===== config.mk =====
export PLATFORM = sky130hd
export DESIGN_NAME = process_element_mac_ctrl
export DESIGN_NICKNAME = d
export VERILOG_FILES = /design/src/rtl/process_element_pkg.sv /design/src/rtl/process_element_mul_mul_9s_16s_25_4_1.sv /design/src/rtl/process_element_mac_ctrl.sv
export SDC_FILE = /design/constraint.sdc
export NUM_CORES = 1
export LEC_CHECK = 0
export ABC_AREA = 0
export BUFFER_PORTS_ARGS = -buffer_cell sky130_fd_sc_hd__buf_2
export CORE_MARGIN = 10
export CORE_UTILIZATION = 25
export CTS_CLUSTER_DIAMETER = 200
export DETAILED_ROUTE_END_ITERATION = 10
export RECOVER_POWER = 25
export SETUP_SLACK_MARGIN = 0.02
export SYNTH_ARGS = -nofsm -noshare
export SYNTH_HDL_FRONTEND = slang
export SYNTH_SLANG_ARGS = --single-unit

===== constraint.sdc =====
create_clock -name clk -period 6.9 [get_ports clk]
set_clock_uncertainty 0.05 [all_clocks]
set_input_delay 0.69 -clock clk [delete_from_list [all_inputs] [get_ports clk]]
set_output_delay 0.69 -clock clk [all_outputs]
set_load 0.03 [all_outputs]

===== src/rtl/process_element_pkg.sv =====
// process_element_pkg
// Shared definitions for the processing-element MAC datapath.
//   W_W / X_W / P_W      : weight, activation and product widths of the multiplier
//   DEF_ACC_W / DEF_OUT_W / DEF_SHIFT : default accumulator, result and shift settings
//   requant()            : round-half-up, arithmetic shift and saturating clip of a sum
package process_element_pkg;

    localparam int W_W = 9;
    localparam int X_W = 16;
    localparam int P_W = 25;

    localparam int DEF_ACC_W = 32;
    localparam int DEF_OUT_W = 16;
    localparam int DEF_SHIFT = 8;

    // requant works on a wide signed value so that the rounding add cannot
    // wrap for any accumulator width the MAC supports.
    localparam int RQ_W = 64;

    typedef struct packed {
        logic                   sat;
        logic signed [RQ_W-1:0] data;
    } requant_t;

    // Adds half an LSB of the shifted result (when shift > 0), shifts right
    // arithmetically, then clips to the signed range of out_w bits.
    function automatic requant_t requant(
        input logic signed [RQ_W-1:0] sum,
        input int                     shift,
        input int                     out_w
    );
        logic signed [RQ_W-1:0] one;
        logic signed [RQ_W-1:0] rounded;
        logic signed [RQ_W-1:0] shifted;
        logic signed [RQ_W-1:0] max_v;
        logic signed [RQ_W-1:0] min_v;
        requant_t               r;
        one     = 1;
        rounded = sum;
        if (shift > 0) begin
            rounded = sum + (one <<< (shift - 1));
        end
        shifted = rounded >>> shift;
        max_v   = (one <<< (out_w - 1)) - one;
        min_v   = ~max_v;
        r.sat   = 1'b0;
        r.data  = shifted;
        if (shifted > max_v) begin
            r.sat  = 1'b1;
            r.data = max_v;
        end else if (shifted < min_v) begin
            r.sat  = 1'b1;
            r.data = min_v;
        end
        return r;
    endfunction

endpackage


===== src/rtl/process_element_mul_mul_9s_16s_25_4_1.sv =====
// process_element_mul_mul_9s_16s_25_4_1
// Signed pipelined multiplier, all stages gated by a common clock enable.
// The data registers carry no reset; callers track validity separately.
//   clk  : clock
//   ce   : clock enable for every pipeline stage
//   din0 : signed multiplicand (din0_WIDTH)
//   din1 : signed multiplier (din1_WIDTH)
//   dout : signed product (dout_WIDTH), NUM_STAGE-1 enabled edges after din0/din1
module process_element_mul_mul_9s_16s_25_4_1 #(
    parameter int ID         = 1,
    parameter int NUM_STAGE  = 4,
    parameter int din0_WIDTH = 9,
    parameter int din1_WIDTH = 16,
    parameter int dout_WIDTH = 25
) (
    input  logic                  clk,
    input  logic                  ce,
    input  logic [din0_WIDTH-1:0] din0,
    input  logic [din1_WIDTH-1:0] din1,
    output logic [dout_WIDTH-1:0] dout
);

    // One operand register stage followed by PIPE_DEPTH product stages.
    localparam int PIPE_DEPTH = NUM_STAGE - 2;

    if (NUM_STAGE < 2 || ID < 0) begin : g_bad_param
        $error("process_element_mul: NUM_STAGE must be >= 2 and ID >= 0");
    end

    logic signed [din0_WIDTH-1:0] a_q, a_d;
    logic signed [din1_WIDTH-1:0] b_q, b_d;
    logic signed [dout_WIDTH-1:0] prod;
    logic signed [dout_WIDTH-1:0] pipe_q [PIPE_DEPTH];
    logic signed [dout_WIDTH-1:0] pipe_d [PIPE_DEPTH];

    // Operands are widened to the product width before multiplying so the
    // full signed product is formed, not a truncated self-sized one.
    always_comb begin
        prod = dout_WIDTH'(a_q) * dout_WIDTH'(b_q);
        a_d  = a_q;
        b_d  = b_q;
        for (int i = 0; i < PIPE_DEPTH; i++) begin
            pipe_d[i] = pipe_q[i];
        end
        if (ce) begin
            a_d       = din0;
            b_d       = din1;
            pipe_d[0] = prod;
            for (int i = 1; i < PIPE_DEPTH; i++) begin
                pipe_d[i] = pipe_q[i-1];
            end
        end
    end

    always_ff @(posedge clk) begin
        a_q    <= a_d;
        b_q    <= b_d;
        pipe_q <= pipe_d;
    end

    assign dout = pipe_q[PIPE_DEPTH-1];

endmodule


===== src/rtl/process_element_mac_ctrl.sv =====
// process_element_mac_ctrl
// Feeds (weight, activation, last) tuples into the pipelined multiplier,
// tracks each product with a shadow valid/last pipeline, accumulates each
// vector and emits one requantised result per vector.
//   clk, reset          : clock, synchronous active-high reset
//   in_valid / in_ready : operand stream handshake
//   in_w, in_x, in_last : signed weight, signed activation, end-of-vector
//   out_valid/out_ready : result stream handshake
//   out_data, out_sat   : signed result and saturation flag
module process_element_mac_ctrl
    import process_element_pkg::*;
#(
    parameter int MUL_LATENCY = 3,
    parameter int ACC_W       = DEF_ACC_W,
    parameter int SHIFT       = DEF_SHIFT,
    parameter int OUT_W       = DEF_OUT_W
) (
    input  logic                    clk,
    input  logic                    reset,
    input  logic                    in_valid,
    output logic                    in_ready,
    input  logic signed [W_W-1:0]   in_w,
    input  logic signed [X_W-1:0]   in_x,
    input  logic                    in_last,
    output logic                    out_valid,
    input  logic                    out_ready,
    output logic signed [OUT_W-1:0] out_data,
    output logic                    out_sat
);

    logic                    adv;
    logic                    accept;
    logic                    tail_vld;
    logic                    tail_last;
    logic signed [P_W-1:0]   mul_dout;

    logic [MUL_LATENCY-1:0]  vld_sr_q, vld_sr_d;
    logic [MUL_LATENCY-1:0]  last_sr_q, last_sr_d;
    logic signed [ACC_W-1:0] acc_q, acc_d;
    logic                    first_q, first_d;
    logic                    out_valid_q, out_valid_d;
    logic signed [OUT_W-1:0] out_data_q, out_data_d;
    logic                    out_sat_q, out_sat_d;

    logic signed [ACC_W-1:0] acc_base;
    logic signed [ACC_W-1:0] sum;
    requant_t                rq;
    logic                    rq_unused;

    process_element_mul_mul_9s_16s_25_4_1 #(
        .ID         (1),
        .NUM_STAGE  (MUL_LATENCY + 1),
        .din0_WIDTH (W_W),
        .din1_WIDTH (X_W),
        .dout_WIDTH (P_W)
    ) u_mul (
        .clk  (clk),
        .ce   (adv),
        .din0 (in_w),
        .din1 (in_x),
        .dout (mul_dout)
    );

    // A result held back by the consumer freezes the entire pipeline,
    // including the multiplier, so no in-flight product is lost.
    always_comb begin
        adv       = !(out_valid_q && !out_ready);
        accept    = in_valid && adv;
        tail_vld  = vld_sr_q[MUL_LATENCY-1];
        tail_last = last_sr_q[MUL_LATENCY-1];

        acc_base  = first_q ? '0 : acc_q;
        sum       = acc_base + ACC_W'(mul_dout);
        rq        = requant(RQ_W'(sum), SHIFT, OUT_W);

        vld_sr_d    = vld_sr_q;
        last_sr_d   = last_sr_q;
        acc_d       = acc_q;
        first_d     = first_q;
        out_valid_d = out_valid_q && !out_ready;
        out_data_d  = out_data_q;
        out_sat_d   = out_sat_q;

        if (adv) begin
            vld_sr_d  = (vld_sr_q << 1) | MUL_LATENCY'(accept);
            last_sr_d = (last_sr_q << 1) | MUL_LATENCY'(accept && in_last);
            if (tail_vld) begin
                if (tail_last) begin
                    first_d     = 1'b1;
                    out_valid_d = 1'b1;
                    out_data_d  = rq.data[OUT_W-1:0];
                    out_sat_d   = rq.sat;
                end else begin
                    acc_d   = sum;
                    first_d = 1'b0;
                end
            end
        end
    end

    // After clipping, the bits above OUT_W are pure sign extension.
    assign rq_unused = ^rq.data[RQ_W-1:OUT_W];

    always_ff @(posedge clk) begin
        if (reset) begin
            vld_sr_q    <= '0;
            last_sr_q   <= '0;
            acc_q       <= '0;
            first_q     <= 1'b1;
            out_valid_q <= 1'b0;
            out_data_q  <= '0;
            out_sat_q   <= 1'b0;
        end else begin
            vld_sr_q    <= vld_sr_d;
            last_sr_q   <= last_sr_d;
            acc_q       <= acc_d;
            first_q     <= first_d;
            out_valid_q <= out_valid_d;
            out_data_q  <= out_data_d;
            out_sat_q   <= out_sat_d;
        end
    end

    assign in_ready  = adv;
    assign out_valid = out_valid_q;
    assign out_data  = out_data_q;
    assign out_sat   = out_sat_q;

endmodule


==> impl_metrics.py, run 1 <==
metrics = {
    "status": {
        "status": "completed",
    },
    "floorplanning": {
        "initial_core_util": 0.254,
        "coreArea_um2": 46800,
        "die_height_um": 238,
        "io_pins": 49,
        "rows": 79,
        "die_x_um": 238,
        "die_area_um2": 56600,
    },
    "logic_synthesis": {
        "synth_edf_count": 75,
        "synthFlopType": "edfxtp_1",
        "synth_cell_type_count": 76,
        "synthSimpleGateAreaFrac": 0.194,
        "synth_cells": 1238,
        "syn_nets": 1472,
        "yosysWarnings": 0,
        "synth-xor-area-share": 0.0456,
        "ys_seq_elements": 132,
        "ys_async_sr_fraction": 0,
        "synth_compound_area_frac": 0.127,
        "ys_seq_area_frac": 0.286,
        "synth_top_family_by_area": "adder cells",
        "synth_adder_area_share": 0.291,
        "mappedNetlistArea_um2": 11900,
        "synth_mux_area_frac": 0.00442,
        "avgSynthCellArea_um2": 9.59,
    },
    "cts": {
        "numCtsBuffers": 17,
        "cts_tree": "yes",
        "ctsHoldBuffers": 0,
        "numClockSinks": 132,
        "post_cts_buffers": 0,
        "clk_latency_ns": 0.43,
        "clk_pin_slew_ns": 0.06,
        "htreeDepth": 4,
        "ctsResizeCount": 0,
        "cts-root-buf": "clkbuf_16",
        "cts_buffer_depth": 2,
    },
    "grt": {
        "grt-ovfl-total": 0,
        "grt_pass1_vias": 8668,
        "grt_pass1_wl_um": 44900,
        "grt.busiest_layer": "met2",
        "met3_usage": 0.0235,
        "use_met1": 0.136,
        "met2_usage": 0.145,
        "grt_use_total": 0.0957,
        "grt_max_degree": 58,
        "grt_antenna_before_repair": 0,
    },
    "drt": {
        "first_pass_iters": 5,
        "drt_wl_total_um": 26200,
        "vias": 8527,
        "vias_per_cell": 4.50,
        "drtAntennaViolNets": 0,
        "drc": 0,
        "drt-initial-drc-count": 680,
        "routedWlPerCell_um": 13.8,
    },
    "finish": {
        "syn_to_final_growth_pct": 12.7,
        "layout_commonest_cell": "nand2_1",
        "final_nets": 1509,
        "antenna_cells": 0,
        "drive_above_1_share": 0.0939,
        "fin_area_um2": 13400,
        "layout.cells.non_filler": 1895,
        "num-fill-cells": 4845,
        "final_cell_mix": "nand2_1 (165), fa_1 (120), inv_1 (116)",
    },
    "placement": {
        "placed_cell_area_um2": 12800,
        "io_buffer_count": 48,
        "gp_congestion": 0.885,
        "place_inst": 1859,
        "dp_hpwl_um": 20400,
    },
    "worst_hold_path": {
        "hp-class": "register to register",
    },
    "pwr": {
        "leakagePower_nw": 5.57,
        "powerDensity_nw_per_um2": 373,
        "ir_worst_vdd_v": 0.000200,
        "power_mw": 4.99,
    },
    "setup_path": {
        "endpoint_kind": "register",
        "critPathRequiredTime_ns": 7.02,
        "cp_max_fo": 16,
        "reg2reg_slack_ns": 0.37,
        "critPathKind": "register to register",
        "crit_arrival_ns": 6.65,
        "startpoint_type": "register",
    },
    "sta": {
        "rsz0062_at_grt": "false",
        "setup_tns_ns": 0,
        "fin_hold_ws_ns": 0.356,
        "post-route-period-util": 0.947,
        "finalSetupViolCount": 0,
        "slew_viol_final": 0,
        "max_slew_margin": 0.286,
        "fin_crit_ns": 6.53,
        "fmax_mhz": 153,
        "finalHoldViolCount": 0,
        "tightest_slew_ns": 1.07,
    },
    "run": {
        "cap_violations": 0,
    },
}
## cell families after synthesis
family / after synthesis
multiplexers: 5
AO/OA/AOI/OAI: 216
buffers and inverters: 163
adder cells (fa/ha/maj): 204
flip-flops: 132
XOR/XNOR: 61
AND/OR/NAND/NOR: 457
## synthesized netlist by cell type, types with 8 or more instances
master / count / area [um^2]
a21o_1: 16 / 120
and3_1: 9 / 56.3
a21oi_1: 88 / 440
nand2b_1: 11 / 68.8
nor2b_1: 35 / 219
o21ai_0: 25 / 125
ha_1: 84 / 1050
a211oi_1: 16 / 120
edfxtp_1: 75 / 2250
nor3_1: 18 / 90.1
nand3_1: 21 / 105
o21bai_1: 8 / 60.1
and2_1: 83 / 519
clkbuf_1: 42 / 158
nor2_1: 74 / 278
inv_1: 117 / 439
xnor2_1: 45 / 394
a211oi_2: 12 / 150
nand2_1: 165 / 619
xor2_1: 15 / 131
fa_1: 120 / 2400
dfxtp_1: 57 / 1140
## report_power, final
group	total (mW)	leakage [nW]	internal (mW)	switching, mW
sequential	1.22	1.26	1.13	0.0819
combinational	2.85	4.03	1.24	1.62
clock	0.918	0.283	0.565	0.353
## final timing paths
path,start,endpoint,depth (start not counted)
worst max register to register,u_mul.a_q[5]$_DFFE_PN_,u_mul.pipe_q[49]$_DFFE_PN_,21
worst min register to register,u_mul.pipe_q[38]$_DFFE_PN_,u_mul.dout[13]$_DFFE_PN_,0
worst min-delay path,u_mul.pipe_q[38]$_DFFE_PN_,u_mul.dout[13]$_DFFE_PN_,0
worst max-delay path,u_mul.a_q[5]$_DFFE_PN_,u_mul.pipe_q[49]$_DFFE_PN_,21
## flip-flops by register name, summed over array words and instances, names as in the netlist
register      count
acc_q            32
first_q           1
last_sr_q         3
out_data         16
out_sat           1
out_valid         1
u_mul.a_q         9
u_mul.b_q        16
u_mul.dout       25
u_mul.pipe_q     25
vld_sr_q          3
## stage by stage
| stage | utilization | setup slack (ns) |
|---|---|---|
| after floorplan | - | 0.806 |
| after global placement | 0.273 | 0.518 |
| after detailed placement | 0.273 | 0.376 |
| after CTS | 0.286 | 0.340 |
| after global routing | 0.286 | 0.0251 |
| final | 0.286 | 0.368 |
## area by class of cell
cell class	instances	area, um^2	area share
Tap cell	607	759	0.0568
Sequential cell	132	3390	0.254
Clock inverter	14	161	0.0121
Multi-Input combinational cell	943	7860	0.587
Clock buffer	18	429	0.0321
Timing Repair Buffer	63	334	0.0250
Inverter	118	444	0.0332
## critical path: stages, from the launching register on
cell and delay [ns]:
edfxtp_1 0.62, and2_1 0.28, fa_1 0.55, fa_1 0.46, fa_1 0.52, fa_1 0.54
inv_1 0.05, fa_1 0.49, inv_1 0.04, ha_1 0.33, inv_1 0.07, o21bai_1 0.07
a21oi_1 0.24, o21bai_1 0.11, a21oi_1 0.27, o21ai_0 0.23, o41a_1 0.37, a41o_1 0.27
o41a_1 0.35, a21oi_1 0.16, o21bai_1 0.08, xnor2_1 0.13
## layer usage
| layer | vias up | share of wire |
|---|---|---|
| li1 | 4252 | - |
| met1 | 4081 | 0.51 |
| met2 | 174 | 0.43 |
| met3 | 20 | 0.049 |
| met4 | 0 | 0.0079 |
| met5 | - | 0 |
Note: power is estimated with default switching activity, not from simulation.
==> run 2: changes to the inputs <==
--- a/config.mk
+++ b/config.mk
@@ -5,12 +5,13 @@
 export SDC_FILE = /design/constraint.sdc
 export NUM_CORES = 1
 export LEC_CHECK = 0
-export ABC_AREA = 0
+export ABC_AREA = 1
 export BUFFER_PORTS_ARGS = -buffer_cell sky130_fd_sc_hd__buf_2
 export CORE_MARGIN = 10
 export CORE_UTILIZATION = 25
 export CTS_CLUSTER_DIAMETER = 200
 export DETAILED_ROUTE_END_ITERATION = 10
+export GPL_TIMING_DRIVEN = 0
 export RECOVER_POWER = 25
 export SETUP_SLACK_MARGIN = 0.02
 export SYNTH_ARGS = -nofsm -noshare
==> run 2 against run 1 <==
Effect of this change: die area up 10%; area after synthesis grew 11%; first-iteration DRC count is 20% lower; via count rose by 26%; synthesized cell count increased by 42%; worst setup slack better by 0.11 ns; largest cell class unchanged; critical endpoint is now u_mul.pipe_q[48]$_DFFE_PN_; non-clock buffer count grew 36; power grew 4.8%; worst hold slack improved by 0.0039 ns; clock-buffer cell count decreased by 1.
==> impl_metrics.py, run 2 <==
metrics = {
    "worst_hold_path": {
        "hp-class": "input port to register",
    },
    "grt": {
        "grt_use_total": 0.106,
        "grt-ovfl-total": 0,
        "grt_pass1_vias": 11029,
        "grt_max_degree": 85,
        "grt_antenna_before_repair": 0,
        "grt_pass1_wl_um": 54000,
    },
    "floorplanning": {
        "rows": 84,
        "die_area_um2": 62500,
        "coreArea_um2": 52400,
        "die_height_um": 250,
        "initial_core_util": 0.252,
        "die_x_um": 250,
        "io_pins": 49,
    },
    "setup_path": {
        "endpoint_kind": "register",
        "cp_max_fo": 10,
        "reg2reg_slack_ns": 0.48,
        "critPathRequiredTime_ns": 7.03,
        "crit_arrival_ns": 6.55,
        "critPathKind": "register to register",
        "startpoint_type": "register",
    },
    "finish": {
        "num-fill-cells": 5642,
        "final_cell_mix": "nand2_1 (464), inv_1 (407), fa_1 (120)",
        "drive_above_1_share": 0.105,
        "final_nets": 2063,
        "utilization": 0.285,
        "layout_commonest_cell": "nand2_1",
        "syn_to_final_growth_pct": 12.8,
        "largest_reg_flops": 32,
        "antenna_cells": 0,
        "regMostFlops": "acc_q",
    },
    "logic_synthesis": {
        "synth_area_leaders": "fa_1 (18%), edfxtp_1 (17%), nand2_1 (13%)",
        "ys_async_sr_fraction": 0,
        "synth_most_common_cell": "nand2_1",
        "mappedNetlistArea_um2": 13200,
        "synth_cell_type_count": 39,
        "syn_nets": 1997,
        "synthTopCellsByCount": "nand2_1 (464), inv_1 (407), fa_1 (120)",
        "netlist.area_leader.share": 0.182,
        "ys_seq_elements": 132,
        "synth_top_cell_by_area": "fa_1",
        "ys_seq_area_frac": 0.256,
        "synth_edf_count": 75,
        "synthFlopType": "edfxtp_1",
        "synth_cells": 1763,
        "avgSynthCellArea_um2": 7.51,
        "yosysWarnings": 0,
    },
    "cts": {
        "cts_buffer_depth": 2,
        "ctsResizeCount": 0,
        "numClockSinks": 132,
        "post_cts_buffers": 0,
        "cts-root-buf": "clkbuf_16",
        "htreeDepth": 4,
        "numCtsBuffers": 17,
        "clk_latency_ns": 0.45,
        "clk_pin_slew_ns": 0.07,
        "ctsHoldBuffers": 0,
        "cts_tree": "yes",
    },
    "pwr": {
        "leakagePower_nw": 7.89,
        "powerDensity_nw_per_um2": 350,
        "ir_worst_vdd_v": 0.000244,
    },
    "placement": {
        "dp_hpwl_um": 26900,
        "gp_congestion": 0.915,
        "io_buffer_count": 47,
    },
    "sta": {
        "finalHoldViolCount": 0,
        "slew_viol_final": 0,
        "fin_hold_ws_ns": 0.360,
        "setup_tns_ns": 0,
        "finalSetupViolCount": 0,
        "tightest_slew_ns": 0.742,
        "post-route-period-util": 0.930,
        "fin_crit_ns": 6.42,
        "max_slew_margin": 0.505,
        "fmax_mhz": 156,
        "rsz0062_at_grt": "false",
    },
    "drt": {
        "vias_per_cell": 4.26,
        "drt_wl_total_um": 32400,
        "routedWlPerCell_um": 12.8,
        "drt-initial-drc-count": 542,
        "first_pass_iters": 5,
        "vias": 10779,
        "drtAntennaViolNets": 0,
        "drc": 0,
    },
    "run": {
        "cap_violations": 0,
    },
    "status": {
        "status": "completed",
    },
}
-- run 2: cell count changes in the layout (fill, tap and decap cells not counted), moves of 36 or more --
cell,before,now
nand2_1,165,464
inv_1,116,407
and2_1,83,3
nor2_1,73,113
clkbuf_1,12,50
nand2_2,0,37
nand3_1,21,57
-- run 2: through the flow --
step           area (um^2)  setup WS [ns]  total power, mW  cells
3_5_place_dp         14300          0.432             4.33   2498
2_1_floorplan        13200           1.33             3.61   1763
4_1_cts              14900          0.402             5.28   2530
5_1_grt              14900         0.0380             5.76   2530
3_3_place_gp         14300          0.522             4.28   2498
6_report             14900          0.483             5.23   2530
-- run 2: cells by family after synthesis --
logic type	after synthesis	share of synthesized area
AOI/OAI and AO/OA	157	0.0658
and+or+nand+nor	752	0.250
buffers and inverters	472	0.136
DFF	132	0.256
adders and majority gates	204	0.261
xor gates and xnor gates	46	0.0310
-- run 2: final cells by class --
type / count / area [um^2] / share of cell area
Inverter: 420 / 1580 / 0.106
Clock inverter: 15 / 166 / 0.0111
Buffer: 52 / 231 / 0.0155
Sequential cell: 132 / 3390 / 0.227
Tap cell: 688 / 861 / 0.0577
Multi-Input combinational cell: 1159 / 8040 / 0.538
Timing Repair Buffer: 47 / 231 / 0.0155
Clock buffer: 17 / 425 / 0.0285
-- run 2: worst paths after layout --
path,startpoint,end,cells past startpoint
setup / recovery,u_mul.a_q[8]$_DFFE_PN_,u_mul.pipe_q[48]$_DFFE_PN_,25
hold / removal,in_w[2],u_mul.a_q[2]$_DFFE_PN_,1
setup reg to reg,u_mul.a_q[8]$_DFFE_PN_,u_mul.pipe_q[48]$_DFFE_PN_,25
hold reg to reg,u_mul.pipe_q[27]$_DFFE_PN_,u_mul.dout[2]$_DFFE_PN_,0
-- run 2: power breakdown --
group | internal (mW) | switching (mW) | total [mW]
clock network | 0.512 | 0.402 | 0.914
registers | 1.14 | 0.0585 | 1.19
logic | 1.17 | 1.95 | 3.12
-- run 2: critical path: stages (launching register included) --
cell and delay (ns):
edfxtp_1 0.36, inv_1 0.16, clkbuf_1 0.50, nor2_1 0.14, fa_1 0.55, fa_1 0.54, fa_1 0.52, fa_1 0.55
inv_1 0.05, fa_1 0.53, inv_1 0.05, ha_1 0.36, a21oi_1 0.15, nand2_1 0.09, a21oi_1 0.16, inv_1 0.06
a21oi_1 0.22, o21ai_0 0.19, nand3_1 0.10, nand2_1 0.08, nand2_1 0.07, nand2_1 0.07, nand2_1 0.07, nand2_1 0.11
a221oi_1 0.31, xor2_1 0.10
-- run 2: routing by layer --
metal,vias up,part of all wire,GRT usage
met5,-,0,0
met4,0,0.035,0.0475
met3,56,0.036,0.0168
met2,236,0.49,0.189
met1,5036,0.44,0.122
li1,5451,-,-
